File: config.mk
export PLATFORM = sky130hd
export DESIGN_NAME = uart_line_ctrl_flat
export DESIGN_NICKNAME = d
export VERILOG_FILES = /design/src/rtl/uart_line_ctrl_if.sv /design/src/rtl/uart_line_ctrl.sv /design/src/flat_wrapper.sv
export SDC_FILE = /design/constraint.sdc
export NUM_CORES = 1
export LEC_CHECK = 0
export BUFFER_PORTS_ARGS = -buffer_cell sky130_fd_sc_hd__buf_2
export CORE_AREA = 2 2 128 117
export DETAILED_ROUTE_END_ITERATION = 7
export DIE_AREA = 0 0 130 119
export PLACE_DENSITY = 0.69
export SKIP_LAST_GASP = 1
export SLEW_MARGIN = 25
export SYNTH_ARGS = -nofsm -noshare
export SYNTH_HDL_FRONTEND = slang
export SYNTH_SLANG_ARGS = --single-unit
File: constraint.sdc
create_clock -name clk -period 5.66 [get_ports clk]
set_input_delay 0.283 -clock clk [delete_from_list [all_inputs] [get_ports clk]]
set_output_delay 0.283 -clock clk [all_outputs]
set_load 0.01 [all_outputs]
File: src/rtl/uart_line_ctrl_if.sv
// Bus between the UART RX/TX cores, the CPU IO decoder and the line controller.
// The master side drives the controller inputs; the slave side is the controller itself.
interface uart_line_ctrl_if #(
    parameter int WIDTH = 32
);
    logic [7:0]       rx_data;
    logic             rx_valid;
    logic [7:0]       tx_data;
    logic             tx_start;
    logic             tx_busy;
    logic [WIDTH-1:0] num_value;
    logic             num_ready;
    logic             num_ack;
    logic [3:0]       err_flags;
    logic             err_clr;

    modport master (
        output rx_data, rx_valid, tx_busy, num_ack, err_clr,
        input  tx_data, tx_start, num_value, num_ready, err_flags
    );

    modport slave (
        input  rx_data, rx_valid, tx_busy, num_ack, err_clr,
        output tx_data, tx_start, num_value, num_ready, err_flags
    );
endinterface

File: src/rtl/uart_line_ctrl.sv
// UART line controller: turns received ASCII digits into decimal values terminated
// by LF, presents each value to the CPU with a ready/ack handshake, keeps sticky
// error flags and optionally echoes every received byte through the UART TX core.
module uart_line_ctrl #(
    parameter int WIDTH   = 32,
    parameter bit ECHO_EN = 1'b1
) (
    input  logic              clk,
    input  logic              reset,
    uart_line_ctrl_if.slave   bus
);
    localparam logic [7:0] CH_LF = 8'h0A;
    localparam logic [7:0] CH_CR = 8'h0D;
    localparam logic [7:0] CH_0  = 8'h30;
    localparam logic [7:0] CH_9  = 8'h39;
    localparam logic [WIDTH+3:0] TEN_W = {{WIDTH{1'b0}}, 4'd10};

    typedef enum logic [1:0] {
        ST_IDLE    = 2'd0,
        ST_ACCUM   = 2'd1,
        ST_DISCARD = 2'd2
    } state_e;

    state_e           state_q, state_d;
    logic [WIDTH-1:0] acc_q, acc_d;
    logic [WIDTH-1:0] num_value_q, num_value_d;
    logic             num_ready_q, num_ready_d;
    logic [3:0]       err_q, err_d;
    logic             echo_full_q, echo_full_d;
    logic [7:0]       echo_byte_q, echo_byte_d;
    logic             tx_start_q, tx_start_d;
    logic [7:0]       tx_data_q, tx_data_d;

    logic             is_digit_s;
    logic [WIDTH+3:0] acc_next_s;
    logic             acc_ovf_s;
    logic             line_done_s;
    logic             echo_issue_s;
    logic [3:0]       new_err_s;

    // Digit value is the low nibble of '0'..'9'; the wide product cannot wrap.
    assign is_digit_s = (bus.rx_data >= CH_0) && (bus.rx_data <= CH_9);
    assign acc_next_s = ({4'b0000, acc_q} * TEN_W) + {{WIDTH{1'b0}}, bus.rx_data[3:0]};
    assign acc_ovf_s  = (acc_next_s[WIDTH+3:WIDTH] != 4'b0000);

    // Next-state logic: line parser, output handshake, echo buffer and error flags.
    always_comb begin
        state_d      = state_q;
        acc_d        = acc_q;
        num_value_d  = num_value_q;
        num_ready_d  = num_ready_q;
        echo_full_d  = echo_full_q;
        echo_byte_d  = echo_byte_q;
        tx_start_d   = 1'b0;
        tx_data_d    = tx_data_q;
        line_done_s  = 1'b0;
        echo_issue_s = 1'b0;
        new_err_s    = 4'b0000;

        if (bus.rx_valid) begin
            case (state_q)
                ST_IDLE, ST_ACCUM: begin
                    if (is_digit_s) begin
                        if (acc_ovf_s) begin
                            new_err_s[0] = 1'b1;
                            state_d      = ST_DISCARD;
                        end else begin
                            acc_d   = acc_next_s[WIDTH-1:0];
                            state_d = ST_ACCUM;
                        end
                    end else if (bus.rx_data == CH_LF) begin
                        // An LF on an empty line is a no-op.
                        if (state_q == ST_ACCUM) begin
                            line_done_s = 1'b1;
                            state_d     = ST_IDLE;
                            acc_d       = {WIDTH{1'b0}};
                        end else begin
                            state_d = ST_IDLE;
                        end
                    end else if (bus.rx_data == CH_CR) begin
                        state_d = state_q;
                    end else begin
                        new_err_s[1] = 1'b1;
                        state_d      = ST_DISCARD;
                    end
                end
                ST_DISCARD: begin
                    if (bus.rx_data == CH_LF) begin
                        state_d = ST_IDLE;
                        acc_d   = {WIDTH{1'b0}};
                    end else begin
                        state_d = ST_DISCARD;
                    end
                end
                default: begin
                    state_d = ST_IDLE;
                    acc_d   = {WIDTH{1'b0}};
                end
            endcase
        end else begin
            state_d = state_q;
        end

        // A completed line replaces the held value only if the CPU has taken it.
        if (line_done_s) begin
            if (!num_ready_q || bus.num_ack) begin
                num_value_d = acc_q;
                num_ready_d = 1'b1;
            end else begin
                new_err_s[2] = 1'b1;
            end
        end else if (bus.num_ack && num_ready_q) begin
            num_ready_d = 1'b0;
        end else begin
            num_ready_d = num_ready_q;
        end

        // Issue waits one cycle after a start so TX busy has time to rise.
        if (ECHO_EN) begin
            echo_issue_s = echo_full_q && !bus.tx_busy && !tx_start_q;
            if (echo_issue_s) begin
                tx_start_d  = 1'b1;
                tx_data_d   = echo_byte_q;
                echo_full_d = 1'b0;
            end else begin
                tx_start_d = 1'b0;
            end
            if (bus.rx_valid) begin
                if (!echo_full_q || echo_issue_s) begin
                    echo_byte_d = bus.rx_data;
                    echo_full_d = 1'b1;
                end else begin
                    new_err_s[3] = 1'b1;
                end
            end else begin
                echo_byte_d = echo_byte_q;
            end
        end else begin
            tx_start_d  = 1'b0;
            tx_data_d   = 8'h00;
            echo_full_d = 1'b0;
            echo_byte_d = 8'h00;
        end

        // A clear loses against an error raised in the same cycle.
        if (bus.err_clr) begin
            err_d = new_err_s;
        end else begin
            err_d = err_q | new_err_s;
        end
    end

    // State and output registers with synchronous reset.
    always_ff @(posedge clk) begin
        if (reset) begin
            state_q     <= ST_IDLE;
            acc_q       <= {WIDTH{1'b0}};
            num_value_q <= {WIDTH{1'b0}};
            num_ready_q <= 1'b0;
            err_q       <= 4'b0000;
            echo_full_q <= 1'b0;
            echo_byte_q <= 8'h00;
            tx_start_q  <= 1'b0;
            tx_data_q   <= 8'h00;
        end else begin
            state_q     <= state_d;
            acc_q       <= acc_d;
            num_value_q <= num_value_d;
            num_ready_q <= num_ready_d;
            err_q       <= err_d;
            echo_full_q <= echo_full_d;
            echo_byte_q <= echo_byte_d;
            tx_start_q  <= tx_start_d;
            tx_data_q   <= tx_data_d;
        end
    end

    assign bus.tx_data   = tx_data_q;
    assign bus.tx_start  = tx_start_q;
    assign bus.num_value = num_value_q;
    assign bus.num_ready = num_ready_q;
    assign bus.err_flags = err_q;
endmodule

File: src/flat_wrapper.sv
// flat-port wrapper written by rule: the top's interface ports become plain ports
module uart_line_ctrl_flat 
#(
    parameter int WIDTH   = 32,
    parameter bit ECHO_EN = 1'b1
)
  (clk, reset, bus_rx_data, bus_rx_valid, bus_tx_busy, bus_num_ack, bus_err_clr, bus_tx_data, bus_tx_start, bus_num_value, bus_num_ready, bus_err_flags);
  uart_line_ctrl_if #(.WIDTH(WIDTH)) bus_i ();
  input  logic clk;
  input  logic reset;
  input wire logic [$bits(bus_i.rx_data)-1:0] bus_rx_data;
  input wire logic [$bits(bus_i.rx_valid)-1:0] bus_rx_valid;
  input wire logic [$bits(bus_i.tx_busy)-1:0] bus_tx_busy;
  input wire logic [$bits(bus_i.num_ack)-1:0] bus_num_ack;
  input wire logic [$bits(bus_i.err_clr)-1:0] bus_err_clr;
  output wire logic [$bits(bus_i.tx_data)-1:0] bus_tx_data;
  output wire logic [$bits(bus_i.tx_start)-1:0] bus_tx_start;
  output wire logic [$bits(bus_i.num_value)-1:0] bus_num_value;
  output wire logic [$bits(bus_i.num_ready)-1:0] bus_num_ready;
  output wire logic [$bits(bus_i.err_flags)-1:0] bus_err_flags;
  assign bus_i.rx_data = bus_rx_data;
  assign bus_i.rx_valid = bus_rx_valid;
  assign bus_i.tx_busy = bus_tx_busy;
  assign bus_i.num_ack = bus_num_ack;
  assign bus_i.err_clr = bus_err_clr;
  assign bus_tx_data = bus_i.tx_data;
  assign bus_tx_start = bus_i.tx_start;
  assign bus_num_value = bus_i.num_value;
  assign bus_num_ready = bus_i.num_ready;
  assign bus_err_flags = bus_i.err_flags;
  uart_line_ctrl #(.WIDTH(WIDTH), .ECHO_EN(ECHO_EN)) u_core (.clk(clk), .reset(reset), .bus(bus_i));
endmodule
==> results of run 1 <==
==> logic make-up after synthesis <==
group                    after synthesis
adder cells (fa/ha/maj)               65
buffers and inverters                 59
XOR/XNOR                              34
multiplexers                          44
AO/OA/AOI/OAI                        194
AND/OR/NAND/NOR                      359
flip-flops                            89
==> area by class of cell <==
type	instances	area, sq um	area share, %
Sequential cell	89	1780	23.7
Tap cell	198	248	3.30
Multi-Input combinational cell	696	4810	64.0
Clock buffer	11	243	3.23
Inverter	15	56.3	0.749
Timing Repair Buffer	65	340	4.53
Clock inverter	5	37.5	0.500
==> metrics by stage <==
step / setup WS [ns] / cell area (sq um)
after floorplan: 1.56 / 6940
after global placement: 1.32 / 7230
after detailed placement: 1.20 / 7230
after CTS: 1.17 / 7510
after global routing: 0.727 / 7510
final: 1.11 / 7510
==> worst max path at each step <==
stage / from / cells after the start / slack (ns) / endpoint
finish: u_core.acc_q[1]$_SDFFE_PP0P_ / 15 / 1.11 / u_core.acc_q[8]$_SDFFE_PP0P_
floorplan: u_core.acc_q[1]$_SDFFE_PP0P_ / 14 / 1.56 / u_core.acc_q[31]$_SDFFE_PP0P_
detailed placement: u_core.acc_q[1]$_SDFFE_PP0P_ / 15 / 1.20 / u_core.acc_q[8]$_SDFFE_PP0P_
global route: u_core.acc_q[1]$_SDFFE_PP0P_ / 15 / 0.73 / u_core.acc_q[8]$_SDFFE_PP0P_
global placement: u_core.acc_q[1]$_SDFFE_PP0P_ / 15 / 1.32 / u_core.acc_q[9]$_SDFFE_PP0P_
CTS: u_core.acc_q[1]$_SDFFE_PP0P_ / 15 / 1.17 / u_core.acc_q[17]$_SDFFE_PP0P_
==> registers in the layout (all words and copies together) (netlist names) <==
signal / cells
u_core.acc_q: 32
u_core.bus.num_value: 32
u_core.bus.tx_data: 8
u_core.echo_byte_q: 8
u_core.bus.err_flags: 4
u_core.state_q: 2
u_core.bus.num_ready: 1
u_core.bus.tx_start: 1
u_core.echo_full_q: 1
==> per-layer routing <==
metal  up-vias  global-route usage [%]  part of all wire (%)
li1       3084                       -                     -
met3        24                    3.95                   3.4
met4         0                    5.38                   2.1
met2       131                    34.1                    45
met1      2750                    31.3                    50
met5         -                       0                     0
==> power by group through the flow <==
stage / Clock (mW) / Sequential (mW) / Combinational, mW
2_1_floorplan: 0 / 0.651 / 0.0359
3_3_place_gp: 0 / 0.652 / 0.0460
3_5_place_dp: 0 / 0.652 / 0.0462
4_1_cts: 0.575 / 0.638 / 0.0465
5_1_grt: 0.593 / 0.639 / 0.0515
6_report: 0.566 / 0.638 / 0.0466
==> worst max-delay path: stages, from the launching register on <==
cell and delay (ns):
dfxtp_1 0.36, ha_1 0.31, ha_1 0.19, inv_1 0.07, fa_1 0.38, nand2b_2 0.24, a21o_2 0.24, a21boi_1 0.21
o21ai_1 0.09, a211oi_1 0.53, nand4_2 0.29, nor4b_4 0.46, a2111oi_2 0.17, a211oi_4 0.25, buf_4 0.40, mux2i_1 0.24
==> placed cells by master (no fill, tap or decap), drive strengths merged, types with 3 or more instances in the layout <==
cell	instances
o21a	3
nand3	15
nand2b	5
nand4	18
a31oi	4
dfxtp	89
nand3b	4
mux2i	42
a21boi	7
buf	65
a21oi	82
o211ai	6
a211oi	12
xor2	13
and2	10
xnor2	21
a2111oi	3
ha	63
or2	4
inv	17
nor2b	6
a211o	3
or2b	32
and4	3
nor2	61
nor4b	4
o221ai	3
nor3	12
a21o	12
or3	5
nor4	12
and3	3
clkbuf	11
nand2	156
o21ai	34
==> flow_summary.toml, run 1 <==
[min_path]
hold_class = "primary input to flip-flop"
min_from = "bus_rx_data[6]"
min_to = "u_core.echo_byte_q[6]$_SDFFE_PP0P_"
min_path_cells = 3

[clock_network]
post_cts_buffers = 0
path_clk_slew_ns = 0.07
cts.sinks = 89
ctsResizeCount = 0
htreeDepth = 3
cts_hold_buf = 0
clockBufferDepth = 2
cts_buffers = 9
cts_tree = "built"
root_buffer = "clkbuf_16"
clock_latency_ns = 0.35

[critical_path]
critPathLaunchType = "flip-flop"
worstRegToRegCells = 15
crit_fanout = 23
critPathCaptureType = "flip-flop"
cp.required_ns = 5.93
arrival_ns = 4.82
r2r_slack_ns = 1.11
timing.rr.start = "u_core.acc_q[1]$_SDFFE_PP0P_"
crit_type = "flip-flop to flip-flop"
worstReg2RegEnd = "u_core.acc_q[8]$_SDFFE_PP0P_"

[yosys]
synth_top_area_share_pct = 25.7
synthAdderAreaFrac_pct = 11.9
synth_area_sq_um = 6940
synth_xor_area_share_pct = 4.40
synth.area.top_cells = "dfxtp_1, ha_1, nand2_1"
yosysWarnings = 0
synth-seq-area-share_pct = 25.7
synth_edf_count = 0
synth_ff_type = "dfxtp_1"
syn_area_per_cell_sq_um = 8.22
synth_compound_area_share_pct = 18.8
synthMuxAreaShare_pct = 6.44
async_flop_share_pct = 0
yosysMostFrequentCell = "nand2_1"
yosysTopAreaCell = "dfxtp_1"
synth_top_family_by_area = "simple AND/OR/NAND/NOR gates"
yosys.area_share.simple_pct = 27.6
ys_seq_elements = 89
ys_types = 95
yosys-top-cells-count = "nand2_1, dfxtp_1, a21oi_1"
synth_cells = 844
mappedNetlistNets = 923

[floorplan]
core-area_sq_um = 14300
die_h_um = 119
boundaryPins = 60
dieArea_sq_um = 15500
die-width_um = 130
fp-row-count = 42
start_util_pct = 48.4

[timing]
drv_slew = 0
fin_crit_ns = 4.55
finalHoldViolCount = 0
setup_viol = 0
setup_tns_ns = 0
fmax_mhz = 220
relSlewSlack_pct = 31.2
fin_crit_sh_pct = 80.3
tightest_slew_ns = 1.02
skew_ns = 0.0109
rsz0062_at_grt = "no"
hold_ws_ns = 0.209

[power_and_ir_drop]
power_density_nw_per_um2 = 166
p_clk_share_pct = 45.3
switchingPower_uw = 289
max-vdd-ir-drop_mv = 0.162
p_comb_share_pct = 3.7
leakage_nw = 3.30
swShare_pct = 23.1
p_total_mw = 1.25
p_int_uw = 962
seqPwrFrac_pct = 51.0

[layout]
nFillCells = 1372
fin_cells = 1079
layout-drive-gt1-share_pct = 17.9
antennaDiodeCount = 0
syn2layout_area_growth_pct = 8.27
nets = 955
postLayoutCoreUtil_pct = 52.4

[global_route]
grt_max_degree = 91
grt.overflow.total = 0
grt_pass1_wl_mm = 27.6
grt_usage_pct = 21.9
grt_pass1_vias = 5577
antenna_found_initial = 0

[run]
cap_violations = 0

[outcome]
outcome = "finished clean"

[placed_design]
gp_congestion = 0.883
hpwlAfterDp_mm = 12.4
portBuffers = 59
dp.cells = 1063

[routing]
viasPerCell = 5.55
drt-pass1-iter-count = 6
drtIter0Drc = 435
wl_mm = 16.5
final_antenna_net_count = 0
drc = 0
wl_per_cell_um = 15.3
vias = 5989
No activity file was read; power rests on OpenSTA's default activity.
==> inputs of run 2 (changes only) <==
PLACE_DENSITY = 0.71   (was 0.69)
clock period = 4.1 ns   (was 5.66 ns; I/O delays follow)
==> run 2 against run 1 <==
  * The flow now finishes with violations (setup timing)
  * Fmax grew 11%
  * Flip-flop and latch count is the same
  * Critical path depth grew 1
  * Sequential power grew 38%
  * Setup slack lost 1.1 ns
  * Via count grew 6.5%
  * Combinational power grew 48%
==> flow_summary.toml, run 2 (same netlist as run 1, synthesis figures left out) <==
[clock_network]
path_clk_slew_ns = 0.07
htreeDepth = 3
cts_hold_buf = 0
clockBufferDepth = 2
cts_buffers = 9
clock_latency_ns = 0.34
cts.sinks = 89
root_buffer = "clkbuf_16"
cts_tree = "built"

[layout]
nets = 1008
syn2layout_area_growth_pct = 19.7
postLayoutCoreUtil_pct = 57.9
antennaDiodeCount = 0
layout-drive-gt1-share_pct = 27.5
fin_area_sq_um = 8310
layout_common_cells = "nand2_1, dfxtp_1, a21oi_1"
fin_cells = 1132
mostFrequentLayoutCell = "nand2_1"

[floorplan]
dieArea_sq_um = 15500
start_util_pct = 48.4
boundaryPins = 60
fp-row-count = 42
die-width_um = 130
die_h_um = 119
core-area_sq_um = 14300

[power_and_ir_drop]
power_density_nw_per_um2 = 221
max-vdd-ir-drop_mv = 0.228
p_total_mw = 1.84
leakage_nw = 3.62

[routing]
drtIter0Drc = 456
final_antenna_net_count = 0
wl_per_cell_um = 16.2
wl_mm = 18.3
viasPerCell = 5.64
drt-pass1-iter-count = 5
vias = 6380
drc = 0

[min_path]
min_path_cells = 3
hold_class = "primary input to flip-flop"
min_from = "bus_rx_data[6]"

[timing]
hold_ws_ns = 0.121
fmax_mhz = 243
relSlewSlack_pct = 42.6
rsz0062_at_grt = "yes"
setup_viol = 1
tightest_slew_ns = 0.861
finalHoldViolCount = 0
setup_ws_ns = -0.0130
fin_crit_ns = 4.11
fin_crit_sh_pct = 100
drv_slew = 0
skew_ns = 0.00655

[critical_path]
crit_fanout = 3
critPathCaptureType = "flip-flop"
critPathLaunchType = "flip-flop"
crit_type = "flip-flop to flip-flop"
path_cells = "ha_4, ha_4, inv_2, fa_2, nand2b_4, a21oi_4, xor2_2, or4b_4, nor4_4, nand4_4, nor4_4, a2111oi_4, a211oi_4, buf_12, buf_8, mux2_4"
cp.required_ns = 4.33
timing.rr.start = "u_core.acc_q[3]$_SDFFE_PP0P_"
slowest_delay_ns = 0.50
arrival_ns = 4.34
cp_slowest_cell = "or4b_4"
worstRegToRegCells = 16
crit_start = "u_core.acc_q[3]$_SDFFE_PP0P_"

[global_route]
antenna_found_initial = 0
grt.overflow.total = 0
grt_pass1_wl_mm = 28.8
grt_max_degree = 90
grt_pass1_vias = 5764
grt_usage_pct = 23.1

[placed_design]
place_area_sq_um = 7540
hpwlAfterDp_mm = 13.1
gp_congestion = 0.896
dp.cells = 1102
portBuffers = 59

[outcome]
violations = "setup timing"
outcome = "finished, violations left"

[run]
cap_violations = 0
==> run 2: cell types whose count changed in the layout (fill, tap and decap cells not counted), moves of 3 or more <==
cell     before  now
dfxtp_1      89   78
ha_2          0    8
dfxtp_2       0   10
buf_4         6   53
ha_1         63   51
o21ai_0      27   17
a21oi_2       3    6
o21ai_2       0    4
a21oi_1      77   71
a21oi_4       2    5
o21ai_1       7   13
ha_4          0    4
==> run 2: worst max-delay path, delay by kind of cell (launching register included) <==
family | cells | cell delay, ns
buf+inv | 3 | 0.31
simple gates | 5 | 1.51
compound gates | 3 | 0.59
xor+xnor | 1 | 0.16
fa+ha+maj | 3 | 0.78
flops | 1 | 0.36
mux | 1 | 0.29
==> run 2: per-stage QoR <==
stage / TNS [ns] / worst slack, ns
final: -0.0130 / -0.0130
after global routing: -2.49 / -0.129
after CTS: 0 / 0.00413
after detailed placement: -1.50 / -0.0866
after global placement: 0 / 0.0247
after floorplan: 0 / 0.00148
==> run 2: area by class of cell <==
class,instances,area (sq um)
fillers,1261,6040
multi-input cells,696,5070
flip-flops and latches,89,1800
repair buffers,118,816
well taps,198,248
clock buffers,10,229
clock inverters,6,90.1
inverters,15,56.3
==> run 2: routing by layer <==
| metal | GRT usage (%) | wire length, um |
|---|---|---|
| met1 | 32.2 | 8520 |
| met2 | 37.8 | 8840 |
| met3 | 3.28 | 640 |
| met4 | 5.38 | 336 |
| met5 | 0 | 0 |
==> run 2: worst paths after layout <==
check | to | slack, ns
max reg2reg | u_core.acc_q[31]$_SDFFE_PP0P_ | -0.01
max | u_core.acc_q[31]$_SDFFE_PP0P_ | -0.01
min | u_core.echo_byte_q[6]$_SDFFE_PP0P_ | 0.12
min reg2reg | u_core.bus.num_value[28]$_SDFFE_PP0P_ | 0.45
==> run 2: repair_timing <==
action                     in CTS  in global routing
cloned                          1                  1
setup endpoints to repair      32                 32
setup buffers                   3                  9
gates resized for setup        13                 64
pin swaps                       7                 17
==> run 2: where the power goes <==
| part | switching [mW] | total, mW | internal (mW) |
|---|---|---|---|
| clock network | 0.352 | 0.890 | 0.538 |
| logic | 0.0435 | 0.0692 | 0.0257 |
| registers | 0.00692 | 0.880 | 0.873 |
| total | 0.403 | 1.84 | 1.44 |
